**config.mk**
```make
export PLATFORM = sky130hd
export DESIGN_NAME = mem_test_engine_flat
export DESIGN_NICKNAME = d
export VERILOG_FILES = /design/src/rtl/mem_test_pkg.sv /design/src/rtl/mem_test_engine_if.sv /design/src/rtl/mem_test_pattern.sv /design/src/rtl/mem_test_engine.sv /design/src/flat_wrapper.sv
export SDC_FILE = /design/constraint.sdc
export NUM_CORES = 1
export LEC_CHECK = 0
export BUFFER_PORTS_ARGS = -buffer_cell sky130_fd_sc_hd__buf_2
export CORE_UTILIZATION = 50
export CTS_CLUSTER_SIZE = 20
export DETAILED_ROUTE_END_ITERATION = 7
export PLACE_DENSITY = 0.84
export SYNTH_ARGS = -nofsm -noshare
export SYNTH_HDL_FRONTEND = slang
export SYNTH_HIERARCHICAL = 1
export SYNTH_SLANG_ARGS = --single-unit
```
**constraint.sdc**
```tcl
create_clock -name clk -period 5.06 [get_ports clk]
set_clock_uncertainty 0.05 [all_clocks]
set_input_delay 0 -clock clk [delete_from_list [all_inputs] [get_ports clk]]
set_output_delay 0 -clock clk [all_outputs]
set_load 0.01 [all_outputs]
```
**src/rtl/mem_test_pkg.sv**
```systemverilog
// mem_test_pkg: pattern mode encodings and engine FSM states
package mem_test_pkg;
  typedef enum logic [1:0] {MODE_ADDR, MODE_INV, MODE_CHECK, MODE_WALK} mode_e;
  typedef enum logic [1:0] {IDLE, WRITE, READ, FIN} state_e;
endpackage

```
**src/rtl/mem_test_engine_if.sv**
```systemverilog
// mem_test_engine_if: Avalon-MM bus between the test engine and memory
interface mem_test_engine_if #(parameter int DATA_W = 32, parameter int ADDR_W = 25);
  logic [ADDR_W-1:0]   avm_address;
  logic                avm_read;
  logic                avm_write;
  logic [DATA_W-1:0]   avm_writedata;
  logic [DATA_W/8-1:0] avm_byteenable;
  logic [DATA_W-1:0]   avm_readdata;
  logic                avm_readdatavalid;
  logic                avm_waitrequest;
  modport master (
    output avm_address, avm_read, avm_write, avm_writedata, avm_byteenable,
    input  avm_readdata, avm_readdatavalid, avm_waitrequest
  );
  modport slave (
    input  avm_address, avm_read, avm_write, avm_writedata, avm_byteenable,
    output avm_readdata, avm_readdatavalid, avm_waitrequest
  );
endinterface

```
**src/rtl/mem_test_pattern.sv**
```systemverilog
// mem_test_pattern: combinational test data for an address under a pattern mode
module mem_test_pattern
  import mem_test_pkg::*;
#(
  parameter int DATA_W = 32,
  parameter int ADDR_W = 25
) (
  input  logic [ADDR_W-1:0] addr,
  input  mode_e             mode,
  output logic [DATA_W-1:0] data
);
  logic [DATA_W-1:0] raw, one;
  logic [ADDR_W-1:0] bit_pos;
  always_comb begin
    raw     = DATA_W'(addr);
    bit_pos = addr % ADDR_W'(DATA_W);
    one     = {{(DATA_W-1){1'b0}}, 1'b1} << bit_pos;
    data    = mode == MODE_ADDR  ? raw :
              mode == MODE_INV   ? ~raw :
              mode == MODE_CHECK ? (addr[0] ? {(DATA_W/8){8'h55}} : {(DATA_W/8){8'hAA}}) :
                                   one;
  end
endmodule

```
**src/rtl/mem_test_engine.sv**
```systemverilog
// mem_test_engine: writes a pattern over an address range, reads it back with
// pipelined reads and counts mismatches.
module mem_test_engine
  import mem_test_pkg::*;
#(
  parameter int DATA_W      = 32,
  parameter int ADDR_W      = 25,
  parameter int MAX_PENDING = 4
) (
  input  logic              clk,
  input  logic              reset_n,
  input  logic              start,
  input  logic [1:0]        mode,
  input  logic [ADDR_W-1:0] base_addr,
  input  logic [ADDR_W-1:0] length,
  output logic              busy,
  output logic              done,
  output logic              pass,
  output logic [15:0]       err_count,
  output logic [ADDR_W-1:0] first_err_addr,
  mem_test_engine_if.master bus
);
  localparam logic [3:0] MAXP = 4'(MAX_PENDING);
  state_e            state, nxt;
  mode_e             mode_r;
  logic [ADDR_W-1:0] base_r, len_r, cnt, exp_cnt, exp_addr;
  logic [3:0]        pending;
  logic [DATA_W-1:0] wr_pat, exp_pat;
  logic              wr_acc, rd_acc, rdv;
  assign exp_addr           = base_r + exp_cnt;
  assign bus.avm_address    = base_r + cnt;
  assign bus.avm_writedata  = wr_pat;
  assign bus.avm_byteenable = '1;
  assign wr_acc = bus.avm_write & ~bus.avm_waitrequest;
  assign rd_acc = bus.avm_read & ~bus.avm_waitrequest;
  assign rdv    = (state == READ) & bus.avm_readdatavalid;
  mem_test_pattern #(.DATA_W(DATA_W), .ADDR_W(ADDR_W)) u_wr_pat (
    .addr(bus.avm_address), .mode(mode_r), .data(wr_pat)
  );
  mem_test_pattern #(.DATA_W(DATA_W), .ADDR_W(ADDR_W)) u_exp_pat (
    .addr(exp_addr), .mode(mode_r), .data(exp_pat)
  );
  always_ff @(posedge clk or negedge reset_n)
    if (!reset_n) state <= IDLE;
    else state <= nxt;
  always_comb begin
    nxt           = state;
    busy          = state != IDLE;
    done          = state == FIN;
    bus.avm_write = 1'b0;
    bus.avm_read  = 1'b0;
    unique case (state)
      IDLE:  if (start) nxt = (length == '0) ? FIN : WRITE;
      WRITE: begin
        bus.avm_write = 1'b1;
        if (!bus.avm_waitrequest && cnt == len_r - ADDR_W'(1)) nxt = READ;
      end
      READ: begin
        bus.avm_read = (cnt != len_r) && (pending < MAXP);
        if (cnt == len_r && pending == '0) nxt = FIN;
      end
      FIN:   nxt = IDLE;
    endcase
  end
  // cnt is reused: write issue count in WRITE, read issue count in READ
  always_ff @(posedge clk or negedge reset_n)
    if (!reset_n) begin
      mode_r         <= MODE_ADDR;
      base_r         <= '0;
      len_r          <= '0;
      cnt            <= '0;
      exp_cnt        <= '0;
      pending        <= '0;
      err_count      <= '0;
      first_err_addr <= '0;
      pass           <= 1'b0;
    end else begin
      if (state == IDLE && start) begin
        mode_r    <= mode_e'(mode);
        base_r    <= base_addr;
        len_r     <= length;
        cnt       <= '0;
        exp_cnt   <= '0;
        pending   <= '0;
        err_count <= '0;
        pass      <= 1'b0;
      end
      if (wr_acc) cnt <= (cnt == len_r - ADDR_W'(1)) ? '0 : cnt + 1'b1;
      if (rd_acc) cnt <= cnt + 1'b1;
      if (rd_acc != rdv) pending <= rd_acc ? pending + 1'b1 : pending - 1'b1;
      if (rdv) begin
        exp_cnt <= exp_cnt + 1'b1;
        if (bus.avm_readdata != exp_pat) begin
          if (err_count == '0) first_err_addr <= exp_addr;
          if (err_count != 16'hFFFF) err_count <= err_count + 1'b1;
        end
      end
      if (state == FIN) pass <= err_count == '0;
    end
endmodule

```
**src/flat_wrapper.sv**
```systemverilog
// flat-port wrapper written by rule: the top's interface ports become plain ports
module mem_test_engine_flat import mem_test_pkg::*;
#(
  parameter int DATA_W      = 32,
  parameter int ADDR_W      = 25,
  parameter int MAX_PENDING = 4
)
  (clk, reset_n, start, mode, base_addr, length, busy, done, pass, err_count, first_err_addr, bus_avm_address, bus_avm_read, bus_avm_write, bus_avm_writedata, bus_avm_byteenable, bus_avm_readdata, bus_avm_readdatavalid, bus_avm_waitrequest);
  mem_test_engine_if #(.DATA_W(DATA_W), .ADDR_W(ADDR_W)) bus_i ();
  input  logic clk;
  input  logic reset_n;
  input  logic start;
  input  logic [1:0] mode;
  input  logic [ADDR_W-1:0] base_addr;
  input  logic [ADDR_W-1:0] length;
  output logic busy;
  output logic done;
  output logic pass;
  output logic [15:0] err_count;
  output logic [ADDR_W-1:0] first_err_addr;
  output wire logic [$bits(bus_i.avm_address)-1:0] bus_avm_address;
  output wire logic [$bits(bus_i.avm_read)-1:0] bus_avm_read;
  output wire logic [$bits(bus_i.avm_write)-1:0] bus_avm_write;
  output wire logic [$bits(bus_i.avm_writedata)-1:0] bus_avm_writedata;
  output wire logic [$bits(bus_i.avm_byteenable)-1:0] bus_avm_byteenable;
  input wire logic [$bits(bus_i.avm_readdata)-1:0] bus_avm_readdata;
  input wire logic [$bits(bus_i.avm_readdatavalid)-1:0] bus_avm_readdatavalid;
  input wire logic [$bits(bus_i.avm_waitrequest)-1:0] bus_avm_waitrequest;
  assign bus_avm_address = bus_i.avm_address;
  assign bus_avm_read = bus_i.avm_read;
  assign bus_avm_write = bus_i.avm_write;
  assign bus_avm_writedata = bus_i.avm_writedata;
  assign bus_avm_byteenable = bus_i.avm_byteenable;
  assign bus_i.avm_readdata = bus_avm_readdata;
  assign bus_i.avm_readdatavalid = bus_avm_readdatavalid;
  assign bus_i.avm_waitrequest = bus_avm_waitrequest;
  mem_test_engine #(.DATA_W(DATA_W), .ADDR_W(ADDR_W), .MAX_PENDING(MAX_PENDING)) u_core (.clk(clk), .reset_n(reset_n), .start(start), .mode(mode), .base_addr(base_addr), .length(length), .busy(busy), .done(done), .pass(pass), .err_count(err_count), .first_err_addr(first_err_addr), .bus(bus_i));
endmodule
```
# After elaboration in Yosys (flattened, before gate mapping)
# Index checks and enable logic that the tools add are counted.
dict set report totals {
  reg_bits 150
  inputBits 89
  out_inout_bits 107
}
dict set report classes {
  muxes 29
  reduce_logical 17
  order_cmp 1
  addsub 8
  n_bitwise 6
  n_eq_ne 14
  n_shift 2
}
# operator count
set op_table {}
lappend op_table {{32-bit 2-to-1 mux} 8}
lappend op_table {{25-bit 2-to-1 mux} 5}
lappend op_table {{16-bit 2-to-1 mux} 4}
lappend op_table {{25-bit NOT with 32-bit output} 2}
lappend op_table {{1-bit by 5-bit left shift with 32-bit output, first input constant} 2}
lappend op_table {{25-bit by 1-bit adder with 25-bit output, second input constant} 2}
lappend op_table {{25-bit adder} 2}
lappend op_table {{25-bit equality test} 2}
lappend op_table {{32-bit inequality test} 1}
lappend op_table {{25-bit logical NOT} 1}
lappend op_table {{25-bit inequality test} 1}
lappend op_table {{25-bit by 1-bit subtractor with 25-bit output, second input constant} 1}
lappend op_table {{16-bit by 1-bit adder with 16-bit output, second input constant} 1}
lappend op_table {{16-bit logical NOT} 1}
lappend op_table {{16-bit inequality test, second input constant} 1}
lappend op_table {{4-bit 2-to-1 mux} 3}
lappend op_table {{2-bit 2-to-1 mux} 4}
lappend op_table {{2-bit one-hot mux with 4 select lines} 1}
lappend op_table {{2-bit nonzero test} 4}
lappend op_table {{2-bit equality test, second input constant} 3}
lappend op_table {{3-bit AND reduction} 2}
lappend op_table {{4-bit by 1-bit adder with 4-bit output, second input constant} 1}
lappend op_table {{2-bit by 1-bit equality test with 1-bit output, second input constant} 2}
lappend op_table {{1-bit logical AND} 4}
lappend op_table {{other kinds (12)} 19}

# Longest topological paths before layout
# Gate-level depths: netlist of run 1.
dict set report logic_depth {
  word_depth 8
  ltp_mapped 22
}

# Modules after synthesis
# Netlist of run 1, hierarchy kept.
# mod instances cells_each area_each_um2
set modules_own_cells {}
lappend modules_own_cells {mem_test_engine 1 1231 11197.0}
lappend modules_own_cells {mem_test_pattern 2 125 833.3}

# Least setup slack after synthesis of run 1
# Ideal clock, no wire load.
dict set report synth_timing {
  path_kind {register to register}
  startpoint {reg u_core.base_r[1]}
  endpoint {reg u_core.err_count[11]}
  arrival_ns 4.559
  stages_incl_launch_ff 20
  setup_slack_ns 0.341
  synth_period_minus_slack_ns 4.719
  path_buffers 1
  required_time_ns 4.900
  cell_sequence {dfrtp_1 > ha_1 > a211o_1 > a2111oi_0 > o221ai_1 > and3_1 > a211o_1 > a21oi_1 > xnor2_1 > xor2_1 > o22a_1 > xor2_1 > nor4_1 > nand4_1 > o21ai_0 > a31o_2 > clkbuf_1 > and2_1 > o21ai_0 > o41ai_1}
}
# item line_no
set synth_rtl {}
lappend synth_rtl {{start, declared} mem_test_engine.sv:26} ;# logic [ADDR_W-1:0] base_r, len_r, cnt, exp_cnt, exp_addr;
lappend synth_rtl {{start signal, assigned} mem_test_engine.sv:80} ;# base_r <= base_addr;
lappend synth_rtl {{25-bit adder (*)} mem_test_engine.sv:30} ;# assign exp_addr = base_r + exp_cnt;
lappend synth_rtl {{net u_core.exp_addr[21]} mem_test_engine.sv:26}
lappend synth_rtl {{25-bit NOT with 32-bit output} mem_test_pattern.sv:19} ;# mode == MODE_INV ? ~raw :
lappend synth_rtl {{32-bit 2-to-1 mux} mem_test_pattern.sv:19}
lappend synth_rtl {{32-bit 2-to-1 mux (*)} mem_test_pattern.sv:18} ;# data = mode == MODE_ADDR ? raw :
lappend synth_rtl {{net u_core.exp_pat[21]} mem_test_engine.sv:28} ;# logic [DATA_W-1:0] wr_pat, exp_pat;
lappend synth_rtl {{32-bit inequality test (*)} mem_test_engine.sv:93} ;# if (bus.avm_readdata != exp_pat) begin
lappend synth_rtl {{16-bit 2-to-1 mux (*)} mem_test_engine.sv:93}
lappend synth_rtl {{16-bit 2-to-1 mux (*)} mem_test_engine.sv:91} ;# if (rdv) begin
lappend synth_rtl {{end signal, assigned} mem_test_engine.sv:95} ;# if (err_count != 16'hFFFF) err_count <= err_count + 1'b1;
lappend synth_rtl {{end, declared} mem_test_engine.sv:19} ;# output logic [15:0] err_count,
# Mark *: on every way through the listed nets, which the timed path passes. The rest lies on a longest branch.
# A chain may end at the register's enable or synchronous reset.

# Worst setup path in the final report of run 1
dict set report layout_timing {
  startpoint {reg u_core.base_r[9]}
  endpoint {reg u_core.err_count[7]}
}
# The elaborated chain is that of the path after synthesis.

==> qor.csv, run 1 <==
stage,metric,value,unit
outcome,outcome,"complete, no violations",
floorplanning,core,25200,µm²
yosys,synth_top_family_by_area,simple AND/OR/NAND/NOR gates,
cts,cts-buffers-inserted,17,
finish,fillers,2105,
routing,drcViolationCount,0,
finish,syn_to_final_growth,18.8,%
floorplanning,io_pins,196,
power_and_ir_drop,swShare,0.487,
floorplanning,rows,58,
cts,cts_max_level,4,
global_routing,grt_pass1_vias,12074,
routing,drt-vias-per-instance,6.32,
power_and_ir_drop,peakVddDrop,0.433,mV
power_and_ir_drop,power-per-cell-area,662,nW/µm²
cts,insertion_delay,0.44,ns
power_and_ir_drop,clkPwrFrac,0.144,
timing,clock.fmax,209,MHz
global_routing,grt_use_total,0.296,
timing,timing.final.ws_setup,0.268,ns
timing,tightest_slew,1.39,ns
routing,drtIter0Drc,1388,
timing,hold_viol,0,
yosys,async_flop_share,1.00,
yosys,syn_area_per_cell,8.69,µm²
routing,ant_nets,0,
routing,wl_per_cell,19.4,µm
cts,clock-root-buffer,clkbuf_16,
cts,cts_tree,yes,
worst_setup_path,worst_setup_path_start_kind,register,
yosys,synth_xor_area_frac,0.108,
placed_design,dpl.hpwl,28200,µm
floorplanning,die_w,162,µm
timing,min_period_over_period,0.947,
power_and_ir_drop,pwr-share-seq,0.228,
flow_run,cap_viol_max_count,0,
yosys,ys_seq_elements,150,
yosys,yosys.area_share.simple,0.211,
floorplanning,die_h,162,µm
routing,vias,12804,
yosys,yosysUniqueCellTypes,85,
cts,cts.sinks,150,
routing,dr.pass1.iters,6,
yosys,synth-adder-area-share,0.0630,
yosys,synth.top_cell.area_share,0.292,
finish,nNetsFinal,1836,
worst_setup_path,end_kind,register,
yosys,synth-edff-count,0,
global_routing,grt-ovfl-total,0,
floorplanning,die_area,26400,µm²
power_and_ir_drop,internal_power,5.20,mW
min_path,hold_class,in2reg,
yosys,ys_seq_area_frac,0.292,
yosys,synth_mux_area_frac,0.0734,
yosys,synthTopCellsByArea,"dfrtp_1, xor2_1, mux2_2, ha_1, o21ai_0",
cts,clk_path_buf_depth,2,
power_and_ir_drop,leakagePower,6.87,nW
power_and_ir_drop,p_switching,4.93,mW
finish,final_core_util,0.607,
global_routing,antenna_found_initial,1,
min_path,min_from,bus_avm_waitrequest,
cts,path_clk_slew,0.06,ns
worst_setup_path,critPathLaunch,u_core/base_r[9],
finish,diodes,0,
yosys,syn_inst,1481,
yosys,synth_top_cell_by_area,dfrtp_1,
placed_design,dp_cells,1940,
worst_setup_path,arrival,5.06,ns
power_and_ir_drop,combPwrFrac,0.628,
global_routing,grt_pass1_wl,62100,µm
timing,period_minus_slack,4.79,ns
timing,drv_slew,0,
placed_design,place.gp.congestion,0.930,
finish,final_cells,2027,
yosys,ys.flop_type,dfrtp_1,
yosys,synth-compound-area-share,0.205,
worst_setup_path,crit_fanout,7,
worst_setup_path,critPathKind,reg2reg,
yosys,syn-cell-area,12900,µm²
worst_setup_path,required,5.33,ns
yosys,yosys_warnings,6,
timing,timing.slew.headroom,0.0669,
worst_setup_path,worstReg2RegStart,u_core/base_r[9],
routing,detail_route.wirelength,39300,µm
global_routing,grt_max_degree,90,
placed_design,dpl_worst_slack,-0.0692,ns
floorplanning,start_util,0.511,
placed_design,io_buffers,191,
power_and_ir_drop,power.total,10.1,mW
finish,layout-drive-gt1-share,0.210,
timing,setup_viol,0,
kinds of logic (layout without fill, tap and decap cells):
group | Yosys count | in the layout
XOR/XNOR | 159 | 159
AND/OR/NAND/NOR | 511 | 511
flip-flops | 150 | 150
multiplexers | 85 | 85
AO/OA/AOI/OAI | 379 | 379
adder cells (fa/ha/maj) | 63 | 63
other | 1 | 4
buffers and inverters | 133 | 346
per-layer routing:
layer / global-route usage / up-vias / share of wire
met5: 0 / - / 0.00033
met4: 0.139 / 2 / 0.040
met3: 0.0593 / 106 / 0.085
met2: 0.475 / 700 / 0.46
met1: 0.381 / 6093 / 0.42
li1: - / 5903 / -
worst max-delay path: stages (launching register included):
cell and delay, ns:
dfrtp_1 0.42, ha_1 0.37, a21oi_1 0.23, o21ai_0 0.15, or3_1 0.36, o21ai_2 0.27
o211ai_1 0.20, a221oi_2 0.32, mux2i_1 0.26, nor2b_1 0.09, xor2_1 0.15, o22a_1 0.22
xor2_1 0.19, nor4_1 0.07, nand4_1 0.10, o21ai_1 0.07, buf_4 0.17, a31o_4 0.24
or4_1 0.51, xor2_1 0.19, nor2_1 0.06
cell usage in the layout (no fill, tap or decap), types with 13 or more instances in the layout:
master / netlist / layout
buf_2: 20 / 190
dfrtp_1: 150 / 148
nor2_1: 109 / 108
xor2_1: 108 / 107
nand2_1: 106 / 105
o21ai_0: 90 / 87
mux2_2: 75 / 75
ha_1: 60 / 59
dlygate4sd3_1: 0 / 53
xnor2_1: 51 / 51
a21oi_1: 51 / 50
nand3_1: 50 / 50
inv_1: 48 / 48
nor3_1: 39 / 39
o22a_1: 35 / 35
a21o_1: 32 / 32
nor4_1: 33 / 32
nand4_1: 28 / 28
o211ai_1: 24 / 24
nand2b_1: 22 / 22
buf_4: 10 / 19
clkbuf_16: 0 / 17
a31oi_1: 18 / 17
a211oi_1: 16 / 16
nor2b_1: 16 / 16
and3_1: 14 / 13
registers in the layout, indices dropped and copies added (netlist names):
signal                 count
u_core/state               2
u_core/pass                1
u_core/cnt                25
u_core/len_r              25
u_core/base_r             25
u_core/exp_cnt            25
u_core/mode_r              2
u_core/pending             4
u_core/err_count          16
u_core/first_err_addr     25
stage by stage:
step | setup TNS, ns | hold WS (ns) | instance area [µm²]
finish | 0 | 0.111 | 15300
global route | -0.00584 | 0.131 | 15300
CTS | 0 | 0.0917 | 15200
detailed placement | -0.339 | 0.0905 | 14000
global placement | 0 | 0.0721 | 14000
floorplan | 0 | -0.346 | 12900
worst paths after layout:
check	to	slack (ns)	cells past startpoint
hold reg to reg	u_core/first_err_addr[13]	0.45	1
setup reg to reg	u_core/err_count[7]	0.27	20
min in group asynchronous	u_core/err_count[3]	0.17	2
setup / recovery	u_core/err_count[7]	0.27	20
hold / removal	u_core/state[0]	0.11	3
max in group asynchronous	u_core/mode_r[1]	3.40	3
timing repair:
| action | in CTS | in global routing |
|---|---|---|
| endpoints found under the setup margin | 13 | 40 |
| resized for setup | 2 | 13 |
| endpoints found under the hold margin | 140 | 0 |
| setup buffers | 0 | 2 |
| hold buffers | 53 | 0 |
| gates cloned | 0 | 0 |
power by group through the flow:
stage	Combinational [mW]	Sequential (mW)	Clock [mW]
2_1_floorplan	4.67	1.95	0
3_3_place_gp	6.02	2.26	0
4_1_cts	6.24	2.28	1.46
5_1_grt	6.87	2.36	1.52
6_report	6.36	2.31	1.46
3_5_place_dp	6.14	2.29	0
synthesized netlist by cell type (10+ instances only):
| master | n |
|---|---|
| o31ai_1 | 11 |
| buf_2 | 20 |
| o22a_1 | 35 |
| nand2b_1 | 22 |
| a211oi_1 | 16 |
| o21ai_0 | 90 |
| nor3_1 | 39 |
| nand2_1 | 106 |
| xor2_1 | 108 |
| mux2i_1 | 10 |
| nand3_1 | 50 |
| a21oi_1 | 51 |
| and3_1 | 14 |
| buf_4 | 10 |
| nor4_1 | 33 |
| a21o_1 | 32 |
| nor4b_1 | 10 |
| a31oi_1 | 18 |
| clkbuf_1 | 43 |
| nor2_1 | 109 |
| mux2_2 | 75 |
| o211ai_1 | 24 |
| nand4_1 | 28 |
| inv_1 | 48 |
| or3_1 | 11 |
| xnor2_1 | 51 |
| ha_1 | 60 |
| dfrtp_1 | 150 |
| nor2b_1 | 16 |
| nand4b_1 | 10 |
layout make-up:
class	instances	area, µm²	share of cell area
Clock buffer	22	484	0.0317
Timing Repair Buffer	265	1670	0.109
Sequential cell	150	3760	0.246
Clock inverter	10	189	0.0124
Multi-Input combinational cell	1201	8590	0.562
Inverter	49	184	0.0120
Tap cell	330	413	0.0270
Note: power is estimated with default switching activity, not from simulation.
==> run 2, diff against run 1 <==
--- a/config.mk
+++ b/config.mk
@@ -5,7 +5,7 @@
 export SDC_FILE = /design/constraint.sdc
 export NUM_CORES = 1
 export LEC_CHECK = 0
-export BUFFER_PORTS_ARGS = -buffer_cell sky130_fd_sc_hd__buf_2
+export BUFFER_PORTS_ARGS = -buffer_cell sky130_fd_sc_hd__clkbuf_2
 export CORE_UTILIZATION = 50
 export CTS_CLUSTER_SIZE = 20
 export DETAILED_ROUTE_END_ITERATION = 7
==> run 2 against run 1 <==
Compared with the run above:
- clock-buffer cell count decreased by 1
- final area decreased by 0.26%
- non-clock buffer count is 1 higher
- wire length grew 0.51%
- setup slack lost 0.0049 ns
- critical path type unchanged
==> qor.csv, run 2 (same netlist as run 1, synthesis figures left out) <==
stage,metric,value,unit
outcome,outcome,"complete, no violations",
routing,ant_nets,0,
global_routing,grt-ovfl-total,0,
timing,drv_slew,0,
floorplanning,die_h,162,µm
global_routing,grt_pass1_vias,11923,
routing,wl_per_cell,19.5,µm
timing,rsz0062_at_grt,false,
worst_setup_path,r2r_cells,21,
worst_setup_path,reg2reg_slack,0.26,ns
global_routing,grt_pass1_wl,61100,µm
floorplanning,die_area,26400,µm²
global_routing,grt_use_total,0.293,
worst_setup_path,end_kind,register,
worst_setup_path,critPathKind,reg2reg,
cts,insertion_delay,0.43,ns
timing,timing.slew.headroom,0.128,
worst_setup_path,crit_fanout,30,
routing,drt-vias-per-instance,6.34,
floorplanning,core,25200,µm²
power_and_ir_drop,peakVddDrop,0.504,mV
floorplanning,die_w,162,µm
global_routing,antenna_found_initial,0,
finish,final_cells,2029,
placed_design,dpl.hpwl,28200,µm
worst_setup_path,arrival,5.06,ns
cts,cts.sinks,150,
placed_design,dp_cells,1941,
global_routing,grt_max_degree,85,
timing,tightest_slew,1.29,ns
finish,syn_to_final_growth,18.5,%
worst_setup_path,worst_setup_path_start_kind,register,
cts,clock-root-buffer,clkbuf_16,
floorplanning,start_util,0.511,
power_and_ir_drop,power-per-cell-area,663,nW/µm²
power_and_ir_drop,power.total,10.1,mW
finish,stdcell_area,15200,µm²
cts,path_clk_slew,0.07,ns
timing,clock.fmax,208,MHz
timing,period_minus_slack,4.80,ns
worst_setup_path,required,5.32,ns
cts,cts_max_level,4,
cts,cts-buffers-inserted,17,
floorplanning,io_pins,196,
cts,cts_tree,yes,
finish,final_common_cell,clkbuf_2,
routing,dr.pass1.iters,6,
placed_design,place.gp.congestion,0.946,
worst_setup_path,regToRegEndpoint,u_core/first_err_addr[13],
routing,drtIter0Drc,1365,
finish,diodes,0,
timing,min_period_over_period,0.948,
finish,layout-drive-gt1-share,0.210,
routing,detail_route.wirelength,39500,µm
routing,drcViolationCount,0,
finish,mostFrequentLayoutCells,"clkbuf_2, dfrtp_1, nor2_1, xor2_1, nand2_1",
placed_design,io_buffers,191,
timing,tns,0,ns
placed_design,dpl_cell_area,14000,µm²
min_path,hold_class,in2async,
flow_run,cap_viol_max_count,0,
finish,nNetsFinal,1838,
timing,hold_viol,0,
timing,setup_viol,0,
floorplanning,rows,58,
power_and_ir_drop,leakagePower,6.85,nW
cts,clk_path_buf_depth,2,
timing,worst_hold_slack,0.134,ns
routing,vias,12855,
worst_setup_path,worstReg2RegStart,u_core/exp_cnt[0],
[run 2: cell types whose count changed in the layout (fill, tap and decap cells not counted), moves of 2 or more]
cell        before  now
clkbuf_2         0  190
buf_4           19   21
buf_2          190    0
clkinvlp_4       1    3
[run 2: where the power goes]
group	total, mW	switching (mW)	internal [mW]
sequential	2.33	0.732	1.59
combinational	6.38	3.72	2.66
clock	1.40	0.531	0.866
total	10.1	4.98	5.12
[run 2: area by class of cell]
type                       instances  area [µm²]
sequential                       150        3760
tap                              330         413
inverter                          49         184
multi-input combinational       1202        8590
clock buffer                      21         470
fill                            2105        9940
clock inverter                    11         170
timing repair buffer             266        1660
[run 2: critical path, cell delays in order, from the launching register on]
cell and delay [ns]:
dfrtp_1 0.40, ha_1 0.22, inv_1 0.06, fa_1 0.41, nor2b_1 0.21, o31a_1 0.23, a21o_1 0.20, o2111ai_1 0.19
a21boi_0 0.27, o21ai_1 0.16, nand2b_1 0.12, xnor2_1 0.16, xor2_1 0.10, o22a_1 0.22, xor2_1 0.18, nor4_2 0.36
nand4_1 0.15, o21ai_1 0.14, buf_4 0.18, nor2_2 0.06, buf_4 0.26, mux2_2 0.35
[run 2: what timing repair did]
action,CTS,global route
endpoints found under the setup margin,5,40
pin swaps,0,1
gates cloned,0,1
endpoints found under the hold margin,135,0
gates resized for setup,1,12
hold buffers,53,0
buffers inserted,0,2
[run 2: how the worst max path moves through the flow]
stage                 startpoint                        end  slack (ns)  depth (start not counted)
6_report       u_core/exp_cnt[0]  u_core/first_err_addr[13]        0.26                         21
5_1_grt        u_core/exp_cnt[0]       u_core/err_count[11]       0.006                         23
4_1_cts         u_core/base_r[1]       u_core/err_count[14]        0.02                         21
3_5_place_dp    u_core/base_r[9]       u_core/err_count[14]      -0.002                         21
3_3_place_gp    u_core/base_r[1]       u_core/err_count[11]        0.11                         20
2_1_floorplan   u_core/base_r[1]       u_core/err_count[11]        0.34                         19
[run 2: routing by layer]
layer | share of wire | GRT usage | wire (µm)
met2 | 0.47 | 0.488 | 18700
met4 | 0.035 | 0.127 | 1370
met5 | 0 | 0 | 0
met1 | 0.41 | 0.372 | 16200
met3 | 0.084 | 0.0497 | 3330
[run 2: metrics by stage]
step           utilization  worst slack, ns
2_1_floorplan            -            0.341
3_3_place_gp         0.556            0.113
3_5_place_dp         0.556         -0.00239
4_1_cts              0.602           0.0167
5_1_grt              0.605          0.00614
6_report             0.605            0.263
==> run 3, diff against run 2 <==
--- a/config.mk
+++ b/config.mk
@@ -6,10 +6,10 @@
 export NUM_CORES = 1
 export LEC_CHECK = 0
 export BUFFER_PORTS_ARGS = -buffer_cell sky130_fd_sc_hd__clkbuf_2
-export CORE_UTILIZATION = 50
+export CORE_UTILIZATION = 53
 export CTS_CLUSTER_SIZE = 20
 export DETAILED_ROUTE_END_ITERATION = 7
-export PLACE_DENSITY = 0.84
+export PLACE_DENSITY = 0.88
 export SYNTH_ARGS = -nofsm -noshare
 export SYNTH_HDL_FRONTEND = slang
 export SYNTH_HIERARCHICAL = 1
==> run 3 against run 2 <==
Compared with the run above:
- setup slack better by 0.053 ns
- via count is 0.84% higher
- largest cell class unchanged
- clock-buffer cell count is 1 higher
- non-clock buffer count is 2 lower
==> qor.csv, run 3 (same netlist as run 1, synthesis figures left out) <==
stage,metric,value,unit
cts,cts-buffers-inserted,17,
finish,diodes,0,
placed_design,dpl.hpwl,28200,µm
floorplanning,die_h,158,µm
timing,timing.final.ws_setup,0.316,ns
floorplanning,core,23600,µm²
min_path,hold_class,in2reg,
timing,setup_viol,0,
timing,min_period_over_period,0.938,
finish,nNetsFinal,1835,
cts,cts.sinks,150,
placed_design,dpl_worst_slack,0.136,ns
finish,syn_to_final_growth,17.9,%
worst_setup_path,arrival,5.01,ns
worst_setup_path,required,5.33,ns
worst_setup_path,path_cells,ha_1 > inv_1 > fa_1 > nor2b_1 > o31a_1 > a21o_1 > o2111ai_1 > a21boi_0 > o21ai_0 > nand2b_1 > xnor2_1 > xor2_1 > o22a_1 > xor2_1 > nor4_2 > nand4_1 > o21ai_1 > buf_4 > a31o_4 > nor2b_1 > buf_4 > nor2_1,
routing,vias,12963,
timing,clock.fmax,211,MHz
outcome,outcome,"complete, no violations",
worst_setup_path,crit_fanout,5,
global_routing,grt-ovfl-total,0,
global_routing,grt_use_total,0.319,
timing,drv_slew,0,
cts,clock-root-buffer,clkbuf_16,
floorplanning,start_util,0.545,
finish,final_common_cell,clkbuf_2,
cts,clk_path_buf_depth,2,
routing,drt-vias-per-instance,6.43,
routing,dr.pass1.iters,6,
floorplanning,die_w,158,µm
finish,mostFrequentLayoutCells,"clkbuf_2, dfrtp_1, nor2_1, xor2_1, nand2_1",
floorplanning,rows,56,
routing,detail_route.wirelength,39800,µm
routing,wl_per_cell,19.7,µm
global_routing,grt_pass1_vias,12158,
power_and_ir_drop,power-per-cell-area,660,nW/µm²
worst_setup_path,cp_slowest_stage_delay,0.41,ns
global_routing,antenna_found_initial,0,
finish,final_core_util,0.642,
timing,hold_viol,0,
timing,timing.slew.headroom,0.177,
timing,tightest_slew,1.22,ns
cts,insertion_delay,0.43,ns
floorplanning,die_area,24900,µm²
worst_setup_path,cp_slowest_cell,dfrtp_1,
cts,cts_tree,yes,
worst_setup_path,end_kind,register,
global_routing,grt_max_degree,94,
finish,layout-drive-gt1-share,0.207,
power_and_ir_drop,peakVddDrop,0.463,mV
global_routing,grt_pass1_wl,62500,µm
timing,period_minus_slack,4.74,ns
power_and_ir_drop,power.total,10.0,mW
floorplanning,io_pins,196,
timing,tns,0,ns
timing,rsz0062_at_grt,false,
worst_setup_path,worst_setup_path_start_kind,register,
routing,drcViolationCount,0,
routing,drtIter0Drc,1431,
placed_design,place.gp.congestion,0.945,
routing,ant_nets,0,
flow_run,cap_viol_max_count,0,
worst_setup_path,critPathKind,reg2reg,
power_and_ir_drop,leakagePower,6.82,nW
cts,cts_max_level,4,
placed_design,io_buffers,191,
cts,path_clk_slew,0.07,ns
==> run 3: final timing paths <==
check,from,to,slack (ns),depth (start not counted)
hold reg to reg,u_core/exp_cnt[24],u_core/exp_cnt[24],0.45,1
setup reg to reg,u_core/base_r[0],u_core/err_count[4],0.32,22
min in group asynchronous,reset_n,u_core/err_count[9],0.16,2
hold / removal,bus_avm_readdatavalid,u_core/exp_cnt[1],0.15,5
setup / recovery,u_core/base_r[0],u_core/err_count[4],0.32,22
max in group asynchronous,reset_n,u_core/cnt[0],3.54,3
==> run 3: metal layers <==
metal  vias to the layer above  part of all wire  global-route usage
met5                         -                 0                   0
met4                         0             0.038               0.143
met3                       122             0.096              0.0731
met2                       775              0.47               0.520
met1                      6171              0.40               0.402
li1                       5895                 -                   -
==> run 3: cell type report <==
cell class / instances / area [µm²]
tap: 319 / 399
clock inverter: 10 / 123
multi-input combinational: 1201 / 8570
timing repair buffer: 264 / 1660
sequential: 150 / 3760
fill: 1869 / 8450
inverter: 49 / 184
clock buffer: 22 / 464
==> run 3: what timing repair did <==
item,4_1_cts,5_1_grt
hold endpoints to repair,144,0
hold buffers,53,0
setup buffers,0,0
setup endpoints to repair,0,39
gates resized for setup,0,14
==> run 3: power breakdown <==
group          internal [mW]  total [mW]  switching [mW]  leakage (nW)
Sequential              1.59        2.33           0.741          1.92
Combinational           2.65        6.39            3.74          4.63
Clock                  0.756        1.28           0.525         0.277
==> run 3: critical path, delay by kind of cell (launching register included) <==
kind	cells	cell delay (ns)
AO/OA/AOI/OAI	8	1.73
AND/OR/NAND/NOR	6	1.05
XOR/XNOR	3	0.49
buffers and inverters	3	0.46
adder cells (fa/ha/maj)	2	0.45
flip-flops	1	0.41
==> run 3: metrics by stage <==
step	cell area, µm²	hold WS, ns	cells
6_report	15200	0.151	2015
5_1_grt	15200	0.186	2015
4_1_cts	15100	0.138	2015
3_5_place_dp	14000	0.0773	1930
3_3_place_gp	14000	0.0726	1930
2_1_floorplan	12900	-0.346	1484
